`src/rtl/fetch_unit.sv`:
```
// Instruction-fetch stage: owns the PC, drives the synchronous imem read port and
// produces the IF/ID register, with a sticky fetch-error flag and performance counters.
module fetch_unit #(
  parameter int unsigned AW         = 32,
  parameter logic [AW-1:0] RESET_PC = '0,
  parameter int unsigned IMEM_BYTES = 4096,
  parameter logic [31:0] NOP_INSTR  = 32'h0000_0000,
  parameter int unsigned CNT_W      = 32
) (
  input  logic             clk,
  input  logic             rst,
  input  logic [1:0]       pc_src,
  input  logic [AW-1:0]    jump_target,
  input  logic [AW-1:0]    branch_target,
  input  logic             if_id_stall,
  input  logic             if_id_flush,
  output logic             imem_en,
  output logic [AW-1:0]    imem_addr,
  input  logic [31:0]      imem_rdata,
  output logic [31:0]      id_instr,
  output logic [AW-1:0]    id_pc,
  output logic [AW-1:0]    id_pc_plus4,
  output logic             id_valid,
  output logic             fetch_error,
  output logic [CNT_W-1:0] cnt_fetch,
  output logic [CNT_W-1:0] cnt_flush,
  output logic [CNT_W-1:0] cnt_stall
);

  localparam logic [1:0] PCS_JPA = 2'b01;
  localparam logic [1:0] PCS_BRA = 2'b10;

  logic [AW-1:0]    pc_q, pc_d;
  logic             err_q, err_d;
  logic [31:0]      instr_q;
  logic [AW-1:0]    id_pc_q;
  logic             valid_q;
  logic [CNT_W-1:0] cnt_fetch_q, cnt_flush_q, cnt_stall_q;
  logic             redirect;
  logic             load_valid;

  always_comb begin
    redirect = 1'b0;
    if (rst) begin
      pc_d = RESET_PC;
    end else if (pc_src == PCS_BRA) begin
      pc_d     = branch_target;
      redirect = 1'b1;
    end else if (pc_src == PCS_JPA) begin
      pc_d     = jump_target;
      redirect = 1'b1;
    end else if (if_id_stall || err_q) begin
      pc_d = pc_q;
    end else begin
      pc_d = pc_q + AW'(4);
    end
  end

  // Error is judged on the address about to be fetched; it stays set until reset.
  always_comb begin
    err_d = err_q;
    if (rst) begin
      err_d = 1'b0;
    end else if ((redirect && (pc_d[1:0] != 2'b00)) || (pc_d >= AW'(IMEM_BYTES))) begin
      err_d = 1'b1;
    end
  end

  assign load_valid = !rst && !if_id_flush && !if_id_stall && !err_q;

  always_ff @(posedge clk) begin
    pc_q  <= pc_d;
    err_q <= err_d;
    if (rst) begin
      instr_q <= NOP_INSTR;
      id_pc_q <= RESET_PC;
      valid_q <= 1'b0;
    end else if (if_id_flush) begin
      instr_q <= NOP_INSTR;
      id_pc_q <= pc_q;
      valid_q <= 1'b0;
    end else if (if_id_stall) begin
      instr_q <= instr_q;
      id_pc_q <= id_pc_q;
      valid_q <= valid_q;
    end else if (err_q) begin
      instr_q <= NOP_INSTR;
      id_pc_q <= pc_q;
      valid_q <= 1'b0;
    end else begin
      instr_q <= imem_rdata;
      id_pc_q <= pc_q;
      valid_q <= 1'b1;
    end
  end

  // Saturating counters.
  always_ff @(posedge clk) begin
    if (rst) begin
      cnt_fetch_q <= '0;
      cnt_flush_q <= '0;
      cnt_stall_q <= '0;
    end else begin
      if (load_valid && (cnt_fetch_q != '1)) cnt_fetch_q <= cnt_fetch_q + CNT_W'(1);
      if (if_id_flush && (cnt_flush_q != '1)) cnt_flush_q <= cnt_flush_q + CNT_W'(1);
      if (if_id_stall && !if_id_flush && (cnt_stall_q != '1)) begin
        cnt_stall_q <= cnt_stall_q + CNT_W'(1);
      end
    end
  end

  assign imem_addr   = pc_d;
  assign imem_en     = !err_q;
  assign id_instr    = instr_q;
  assign id_pc       = id_pc_q;
  assign id_pc_plus4 = id_pc_q + AW'(4);
  assign id_valid    = valid_q;
  assign fetch_error = err_q;
  assign cnt_fetch   = cnt_fetch_q;
  assign cnt_flush   = cnt_flush_q;
  assign cnt_stall   = cnt_stall_q;

endmodule
```
`config.mk`:
```
export PLATFORM = sky130hd
export DESIGN_NAME = fetch_unit
export DESIGN_NICKNAME = d
export VERILOG_FILES = /design/src/rtl/fetch_unit.sv
export SDC_FILE = /design/constraint.sdc
export NUM_CORES = 1
export LEC_CHECK = 0
export BUFFER_PORTS_ARGS = -buffer_cell sky130_fd_sc_hd__buf_2
export CELL_PAD_IN_SITES_DETAIL_PLACEMENT = 1
export CELL_PAD_IN_SITES_GLOBAL_PLACEMENT = 1
export CORE_AREA = 2 2 194 196
export CTS_CLUSTER_DIAMETER = 30
export CTS_CLUSTER_SIZE = 40
export DETAILED_ROUTE_END_ITERATION = 16
export DIE_AREA = 0 0 196 198
export GPL_ROUTABILITY_DRIVEN = 0
export PLACE_DENSITY_LB_ADDON = 0.2
export SLEW_MARGIN = 15
export SYNTH_ARGS = -nofsm -noshare
export SYNTH_HDL_FRONTEND = slang
export SYNTH_SLANG_ARGS = --single-unit
export TNS_END_PERCENT = 20
```
`constraint.sdc`:
```
create_clock -name clk -period 6.2 [get_ports clk]
set_input_delay 0.93 -clock clk [delete_from_list [all_inputs] [get_ports clk]]
set_output_delay 0.93 -clock clk [all_outputs]
set_load 0.01 [all_outputs]
```
After elaboration in Yosys (flattened, before gate mapping):

Index checks and enable logic that the tools add are counted.

* flip-flop bits (word level): 194
* input bits: 102

* reduce and logical (&&, ||, !) cells: 16
* equal/unequal tests: 6
* add/subtract/negate cells: 5
* multiplexer cells: 11
* magnitude comparators: 1

Operator list (number)
* 32-bit two-way mux: 7
* 32-bit by 1-bit adder with 32-bit output (second input constant): 3
* 32-bit inequality test (second input constant): 3
* 32-bit by 3-bit adder with 32-bit output (second input constant): 2
* 32-bit by 13-bit >= comparator with 1-bit output (second input constant): 1
* 1-bit logical AND: 8
* 1-bit logical NOT: 4
* 1-bit two-way mux: 4
* 2-bit by 1-bit equality test with 1-bit output (second input constant): 1
* 2-bit equality test (second input constant): 1
* 1-bit logical OR: 2
* 2-bit by 1-bit inequality test with 1-bit output (second input constant): 1
* 2-bit nonzero test: 1
* 2-bit OR reduction: 1

Depth between registers and ports, before layout:

Gate-level depths: netlist (run 1).

* depth in word-level cells: 8
* depth in mapped cells: 12
* mapped depth without buffers: 10

Least setup slack after synthesis (run 1):

No wires, ideal clock.

* path type: input port to output port
* from: input pc_src[0]
* to: output imem_addr[21]
* data required time: 5.270 ns
* path buffers: 4
* cell stages on the path: 8
* arrival time: 2.651 ns
* path slack: 2.619 ns
* cell sequence: inv_1 -> ha_1 -> clkbuf_1 -> buf_2 -> buf_1 -> clkbuf_1 -> a22oi_1 -> o21ai_0

* longest elaborated chain between the ends: 4
* elaborated cells on any way between the ends: 5

Ends and longest elaborated chain
* from (decl): line 12 `input logic [1:0] pc_src,`
* 2-bit by 1-bit equality test with 1-bit output: line 49 `end else if (pc_src == PCS_JPA) begin`
* 32-bit two-way mux: line 49
* 32-bit two-way mux *: line 46 `end else if (pc_src == PCS_BRA) begin`
* 32-bit two-way mux *: line 44 `if (rst) begin`
* to (decl): line 18 `output logic [AW-1:0] imem_addr,`

Every way passes the cells marked *; elsewhere a longest branch is shown, timed or not.

Final worst setup path (run 1):

* from: input pc_src[0]
* to: output imem_addr[17]

The elaborated chain is that of the path after synthesis.

==> results of run 1 <==
## layout by cell type, fill, tap and decap left out, types with 6 or more instances in the layout
cell	netlist	final
ha_1	7	6
a22o_1	34	34
a22oi_1	14	14
buf_2	6	327
or3_1	15	15
inv_1	21	21
nor2b_1	15	14
mux2i_1	10	10
nand3_1	48	48
xnor2_1	48	48
buf_4	2	12
dfxtp_1	194	194
nand2_1	144	144
o21ai_0	27	27
nand4_1	34	34
xor2_1	86	86
nor2_1	134	133
and2_1	9	9
nor4_1	6	6
nor3_1	19	19
and4_1	19	19
clkbuf_16	0	17
and3_1	16	16
a21oi_1	67	67
## worst max path at each step
stage	end	slack [ps]	cells after the start
global route	imem_addr[17]	1940	10
finish	imem_addr[17]	2100	10
detailed placement	imem_addr[17]	2120	10
global placement	imem_addr[17]	2210	10
floorplan	imem_addr[21]	2620	8
CTS	imem_addr[17]	2110	10
## state kept, by name, summed over array words and instances, names as in the netlist
signal / cells
pc_q: 32
fetch_error: 1
cnt_stall: 32
id_pc: 32
cnt_fetch: 32
id_valid: 1
id_instr: 32
cnt_flush: 32
## metal layers
metal,vias up,part of all wire [%]
met3,28,3.5
met5,-,0
li1,4345,-
met1,4239,46
met4,0,1.7
met2,175,49
## cell families (layout without fill, tap and decap cells)
group	count (synthesis)	count (layout)
AND/OR/NAND/NOR	494	494
flip-flops	194	194
AO/OA/AOI/OAI	164	164
XOR/XNOR	134	134
buffers and inverters	73	393
multiplexers	10	10
adder cells (fa/ha/maj)	7	7
other	0	3
## where the power goes
group / internal (W) / switching [W]
combinational: 0.000104 / 0.000151
clock: 0.000597 / 0.000535
sequential: 0.00128 / 0.0000413
total: 0.00198 / 0.000728
## worst register-to-register path: cells and delay by family (launching register included)
family | cells | cell delay, ps
AOI/OAI and AO/OA | 2 | 260
DFF | 1 | 430
and+or+nand+nor | 5 | 1800
xor gates and xnor gates | 1 | 150
## stage by stage
stage                     hold WS, ps  worst slack [ps]  utilization [%]
after detailed placement          446              2120             30.4
after CTS                         460              2110             32.0
after floorplan                   432              2620                -
after global routing              483              1940             32.0
final                             457              2100             32.0
after global placement            431              2210             30.4
## final cells by class
type | count | area (um^2) | share of cell area, %
repair buffers | 340 | 1740 | 14.7
inverters | 21 | 78.8 | 0.666
well taps | 474 | 593 | 5.01
flip-flops and latches | 194 | 3880 | 32.8
clock buffers | 21 | 470 | 3.98
multi-input cells | 809 | 4940 | 41.7
clock inverters | 11 | 120 | 1.02
diodes | 3 | 7.51 | 0.0635
==> reports/metrics.csv, run 1 <==
metric,value,unit
fillers,4527,
drt_first_pass_iters,6,
power_density,229,nW/um^2
initial_core_util,24.6,%
ant_nets,0,
tns,0,ps
synth_top_area_cell,dfxtp_1,
cts_hold_buf,0,
path_clk_slew,70,ps
coreArea,37000,um^2
viasPerCell,4.69,
cts_buffer_depth,2,
total_power,0.00270,W
hpwl,25100,um
antenna_found_initial,4,
use_met2,28.7,%
stdcell_count,1873,
worst_pin_slew,707,ps
async_reset_ff_share,0,%
cts_made_buffers,17,
cp_top_family,buffers and inverters,
wirelength,32800,um
hp-class,reg -> reg,
maxCapViolations,0,
place_area,11200,um^2
synth_top_family_by_area,simple AND/OR/NAND/NOR gates,
slew_headroom,52.5,%
status,finished clean,
synth_edf_count,0,
fin_worst_skew,12.5,ps
worst-path-buf-inv,5,
met3_usage,2.96,%
r2r_start,fetch_error,
grt_busiest_layer,met2,
design_area,11800,um^2
synth_nets,1185,
startpoint_type,input port,
crit_arrival,3170,ps
finalSetupViolCount,0,
critPathSlowestCell,ha_2,
yosysMostFrequentCell,dfxtp_1,
synth_compound_area_share,11.5,%
postCtsSetupBuffers,0,
die_h,198,um
synth_flop_cell,dfxtp_1,
fin_crit,4100,ps
finalCritPeriodShare,66.2,%
cts.sinks,194,
grt_pass1_vias,8665,
synthTopCellsByCount,"dfxtp_1 (194), nand2_1 (144), nor2_1 (134)",
path_cells,buf_2 > inv_1 > ha_2 > buf_4 > nor2b_1 > buf_4 > a22oi_1 > o21ai_0 > nor2b_1 > buf_2,
num_vias,8787,
dp.cells,1838,
overflow,0,
ctsResizeCount,0,
yosysTopAreaCellShare,42.7,%
nets,1492,
die-width,196,um
drv_slew,0,
yosys_warnings,0,
reg2regPathDepth,8,
insertion_delay,460,ps
areaGrowthSynthToFinish,30.0,%
crit_fanout,38,
htreeDepth,4,
rows,71,
required,5270,ps
drt_iter0_markers,277,
grt_use_met1,21.1,%
drcViolationCount,0,
grt_pass1_wl,50500,um
drive_above_1_share,28.4,%
grt_max_degree,76,
ys_ff_latch,194,
rsz0062_at_grt,false,
critPathLaunch,pc_src[0],
holdPathEnd,id_pc[0],
synth_xor_area_share,12.9,%
synth.area.mux_share,1.10,%
syn_avg_cell_area,8.45,um^2
wire_per_inst,17.5,um
critPathCaptureType,primary output,
ys_seq_area_share,42.7,%
cts_tree,built,
clockRootBuffer,clkbuf_16,
portBuffers,328,
ys_types,63,
hp-start,pc_q[0],
syn-cell-area,9100,um^2
io_pins,329,
synthSimpleGateAreaFrac,27.6,%
ir_drop,0.181,mV
min_path_cells,2,
finalHoldViolCount,0,
r2r_end,fetch_error,
r2r_slack,3450,ps
synthTopCellsByArea,"dfxtp_1 (43%), xor2_1 (8.3%), nand2_1 (5.9%)",
die_area,38800,um^2
synthCells,1076,
critical_path_class,in -> out,
clock.fmax,0.244,GHz
max_stage_delay,470,ps
leakagePower,5.15,nW
grt_usage,16.6,%
synthAdderAreaFrac,0.963,%
Note: power is estimated with default switching activity, not from simulation.
==> run 2, diff against run 1 <==
==> constraint.sdc (replaced) <==
create_clock -name clk -period 3.77 [get_ports clk]
set_input_delay 0.5655 -clock clk [delete_from_list [all_inputs] [get_ports clk]]
set_output_delay 0.5655 -clock clk [all_outputs]
set_load 0.01 [all_outputs]
==> reports/metrics.csv, run 2 (synthesis gave the netlist of run 1 again) <==
metric,value,unit
nets,1497,
die-width,196,um
worst_pin_slew,803,ps
comb_power_share,9.2,%
maxCapViolations,0,
hpwl,25100,um
switchingPower,0.00122,W
portBuffers,328,
wirelength,32500,um
htreeDepth,4,
finalHoldViolCount,0,
crit_arrival,2870,ps
cts_made_buffers,17,
fin_worst_skew,8.71,ps
drive_above_1_share,28.7,%
critPathCaptureType,primary output,
required,3200,ps
rsz0062_at_grt,false,
multi_input_area,4940,um^2
grt_pass1_vias,8825,
finalSetupViolCount,0,
startpoint_type,flip-flop,
overflow,0,
cts_buffer_depth,2,
areaGrowthSynthToFinish,31.1,%
critical_path_class,reg -> out,
cts.sinks,194,
min_path_cells,2,
leakagePower,5.21,nW
reg2regPathDepth,7,
io_pins,329,
grt_max_degree,72,
r2r_start,fetch_error,
cts_tree,built,
tns,0,ps
drt_first_pass_iters,4,
die_h,198,um
p_clk_share,44.1,%
r2r_end,cnt_fetch[9],
insertion_delay,450,ps
cts_hold_buf,0,
hp-start,imem_rdata[5],
drcViolationCount,0,
path_clk_slew,80,ps
die_area,38800,um^2
p_int,0.00341,W
slew_headroom,46.4,%
fin_crit,3430,ps
r2r_slack,1070,ps
final_core_util,32.3,%
crit_fanout,7,
power_density,388,nW/um^2
initial_core_util,24.6,%
hp-class,in -> reg,
drt_iter0_markers,355,
layout_commonest_cell,buf_2,
drv_slew,0,
ant_nets,0,
finalCritPeriodShare,91.1,%
num_vias,8791,
layout_common_cells,"buf_2 (327), dfxtp_1 (194), nand2_1 (144)",
ir_drop,0.285,mV
fillers,4520,
postCtsSetupBuffers,0,
viasPerCell,4.68,
rows,71,
coreArea,37000,um^2
ctsResizeCount,0,
antenna_found_initial,3,
seqCellArea,3880,um^2
grt_pass1_wl,50700,um
clockRootBuffer,clkbuf_16,
wire_per_inst,17.3,um
critPathLaunch,pc_q[6],
clock.fmax,0.291,GHz
grt_usage,16.8,%
status,finished clean,
seqPwrFrac,46.7,%
switching_share,26.4,%
holdPathEnd,id_instr[5],
==> run 2: cell types whose count changed in the layout (fill, tap and decap cells not counted), sizes merged <==
| cell | change |
|---|---|
| buf | +5 |
| clkbuf | -4 |
| bufinv | +3 |
| clkinvlp | -2 |
| inv | +2 |
| clkinv | +1 |
==> run 2: area by class of cell <==
| class | instances | share of cell area [%] |
|---|---|---|
| sequential | 194 | 32.6 |
| timing repair buffer | 345 | 14.9 |
| clock buffer | 17 | 3.57 |
| inverter | 21 | 0.661 |
| multi-input combinational | 809 | 41.4 |
| tap | 474 | 4.97 |
| antenna | 3 | 0.0630 |
| clock inverter | 15 | 1.85 |
==> run 2: metrics by stage <==
stage / power (W) / std cells / hold slack [ps] / instance area (um^2) / setup WS, ps
after floorplan: 0.00242 / 1076 / 432 / 9100 / 918
final: 0.00463 / 1878 / 321 / 11900 / 336
after global placement: 0.00264 / 1843 / 434 / 11300 / 610
after global routing: 0.00485 / 1878 / 288 / 11900 / 135
after CTS: 0.00472 / 1875 / 291 / 11900 / 298
after detailed placement: 0.00265 / 1843 / 434 / 11300 / 623
==> run 2: how the worst max path moves through the flow <==
stage	cells past startpoint	endpoint	slack [ps]
floorplan	8	imem_addr[21]	920
global placement	9	imem_addr[28]	610
CTS	8	imem_addr[27]	300
finish	8	imem_addr[27]	340
detailed placement	9	imem_addr[28]	620
global route	9	id_pc_plus4[25]	130
==> run 2: worst max-delay path, stage by stage, from the launching register on <==
cell and delay (ps):
dfxtp_1 450, nand3_1 240, or4_1 580, nor2_1 250, nand3_1 140, xor2_1 150, o21ai_0 200, nor2b_1 210
buf_2 190
==> run 2: metal layers <==
metal,wire (um),track usage [%],vias up
met5,0,0,-
met4,504,5.13,0
met3,1500,3.97,27
met2,15700,28.1,187
met1,14800,21.4,4233
li1,-,-,4344
==> run 2: power groups by stage <==
stage,Sequential (W),Combinational [W],Clock [W]
after floorplan,0.00220,0.000215,0
after global placement,0.00221,0.000432,0
after detailed placement,0.00221,0.000434,0
after CTS,0.00216,0.000436,0.00212
after global routing,0.00217,0.000475,0.00220
final,0.00216,0.000426,0.00204
==> run 3, diff against run 2 <==
--- a/config.mk
+++ b/config.mk
@@ -8,11 +8,11 @@
 export BUFFER_PORTS_ARGS = -buffer_cell sky130_fd_sc_hd__buf_2
 export CELL_PAD_IN_SITES_DETAIL_PLACEMENT = 1
 export CELL_PAD_IN_SITES_GLOBAL_PLACEMENT = 1
-export CORE_AREA = 2 2 194 196
+export CORE_AREA = 2 2 172 174
 export CTS_CLUSTER_DIAMETER = 30
 export CTS_CLUSTER_SIZE = 40
 export DETAILED_ROUTE_END_ITERATION = 16
-export DIE_AREA = 0 0 196 198
+export DIE_AREA = 0 0 174 176
 export GPL_ROUTABILITY_DRIVEN = 0
 export PLACE_DENSITY_LB_ADDON = 0.2
 export SLEW_MARGIN = 15
==> constraint.sdc (replaced) <==
create_clock -name clk -period 3.77 [get_ports clk]
set_input_delay 0.5655 -clock clk [delete_from_list [all_inputs] [get_ports clk]]
set_output_delay 0.5655 -clock clk [all_outputs]
set_load 0.005 [all_outputs]
==> reports/metrics.csv, run 3 (synthesis gave the netlist of run 1 again) <==
metric,value,unit
clockRootBuffer,clkbuf_16,
path_cells,nand3_1 > or4_1 > nor2_1 > nand3_1 > xor2_1 > o21ai_0 > nor2b_1 > buf_2,
cts_tree,built,
slew_headroom,57.1,%
comb_power_share,9.0,%
cts_buffer_depth,2,
p_int,0.00322,W
hold_slack,339,ps
wire_per_inst,17.3,um
wirelength,31000,um
p_clk_share,42.1,%
switchingPower,0.00120,W
finalSetupViolCount,0,
fin_worst_skew,10.2,ps
cts_made_buffers,17,
die-width,174,um
reg2regPathDepth,8,
areaGrowthSynthToFinish,29.3,%
grt_pass1_vias,8852,
cp_top_family,simple AND/OR/NAND/NOR gates,
num_vias,8796,
portBuffers,328,
initial_core_util,31.9,%
grt_max_degree,96,
finalHoldViolCount,0,
seqPwrFrac,48.9,%
drv_slew,0,
place_area,11200,um^2
min_path_cells,2,
r2r_start,pc_q[6],
postCtsSetupBuffers,0,
layout_common_cells,"buf_2 (327), dfxtp_1 (194), nand2_1 (144)",
viasPerCell,4.92,
power_density,376,nW/um^2
design_area,11800,um^2
fin_crit,3390,ps
worst_pin_slew,638,ps
tns,0,ps
die_area,30600,um^2
maxCapViolations,0,
rows,62,
hpwl,23500,um
critPathCaptureType,primary output,
drive_above_1_share,28.6,%
max_stage_delay,570,ps
io_pins,329,
clock.fmax,0.295,GHz
path_common_cell,nand3_1,
coreArea,28500,um^2
leakagePower,5.17,nW
path_clk_slew,80,ps
insertion_delay,440,ps
drt_iter0_markers,396,
cts_hold_buf,0,
drt_first_pass_iters,5,
ant_nets,0,
finalCritPeriodShare,89.9,%
status,finished clean,
layout_commonest_cell,buf_2,
drcViolationCount,0,
hp-class,in -> reg,
overflow,0,
switching_share,27.2,%
worst-path-buf-inv,1,
nets,1496,
critPathSlowestCell,or4_1,
grt_usage,20.0,%
critical_path_class,reg -> out,
crit_fanout,7,
rsz0062_at_grt,false,
grt_pass1_wl,48900,um
cts.sinks,194,
ctsResizeCount,0,
holdPathEnd,id_instr[14],
hp-start,imem_rdata[14],
die_h,176,um
r2r_slack,1130,ps
crit_arrival,2820,ps
startpoint_type,flip-flop,
htreeDepth,4,
antenna_found_initial,5,
required,3200,ps
r2r_end,fetch_error,
ir_drop,0.220,mV
## run 3: cell types whose count changed in the layout (fill, tap and decap cells not counted), sizes merged
cell      previous run  this run
diode                3         5
clkinvlp             0         3
buf                345       344
bufinv               4         1
## run 3: metrics by stage
step	setup WS (ps)	utilization [%]	instances	total power [W]
4_1_cts	337	41.2	1784	0.00449
2_1_floorplan	1020	-	1076	0.00239
6_report	380	41.2	1789	0.00442
3_3_place_gp	658	39.1	1752	0.00261
5_1_grt	195	41.2	1789	0.00461
3_5_place_dp	648	39.1	1752	0.00261
## run 3: per-layer routing
| layer | up-vias | routed length [um] | global-route usage, % |
|---|---|---|---|
| li1 | 4346 | - | - |
| met1 | 4202 | 13600 | 24.8 |
| met2 | 219 | 15100 | 34.0 |
| met3 | 29 | 1620 | 4.29 |
| met4 | 0 | 577 | 7.39 |
| met5 | - | 0 | 0 |
## run 3: worst max path at each step
stage,startpoint,depth (start not counted),slack [ps],to
after floorplan,pc_src[0],8,1020,imem_addr[21]
after global placement,if_id_stall,9,660,imem_addr[28]
after detailed placement,if_id_stall,9,650,imem_addr[30]
after CTS,pc_q[6],8,340,imem_addr[27]
after global routing,pc_q[17],8,190,imem_addr[27]
final,pc_q[6],8,380,imem_addr[27]
## run 3: area by class of cell
cell class,instances,area [um^2]
diodes,5,12.5
flip-flops and latches,194,3880
multi-input cells,809,4940
repair buffers,344,1780
fillers,3560,16800
clock buffers,17,425
clock inverters,15,170
inverters,21,78.8
well taps,384,480
## run 3: power groups by stage
stage	logic [W]	registers (W)	clock network (W)
2_1_floorplan	0.000200	0.00219	0
5_1_grt	0.000442	0.00217	0.00200
6_report	0.000397	0.00216	0.00186
3_3_place_gp	0.000398	0.00221	0
4_1_cts	0.000404	0.00216	0.00193
3_5_place_dp	0.000402	0.00221	0
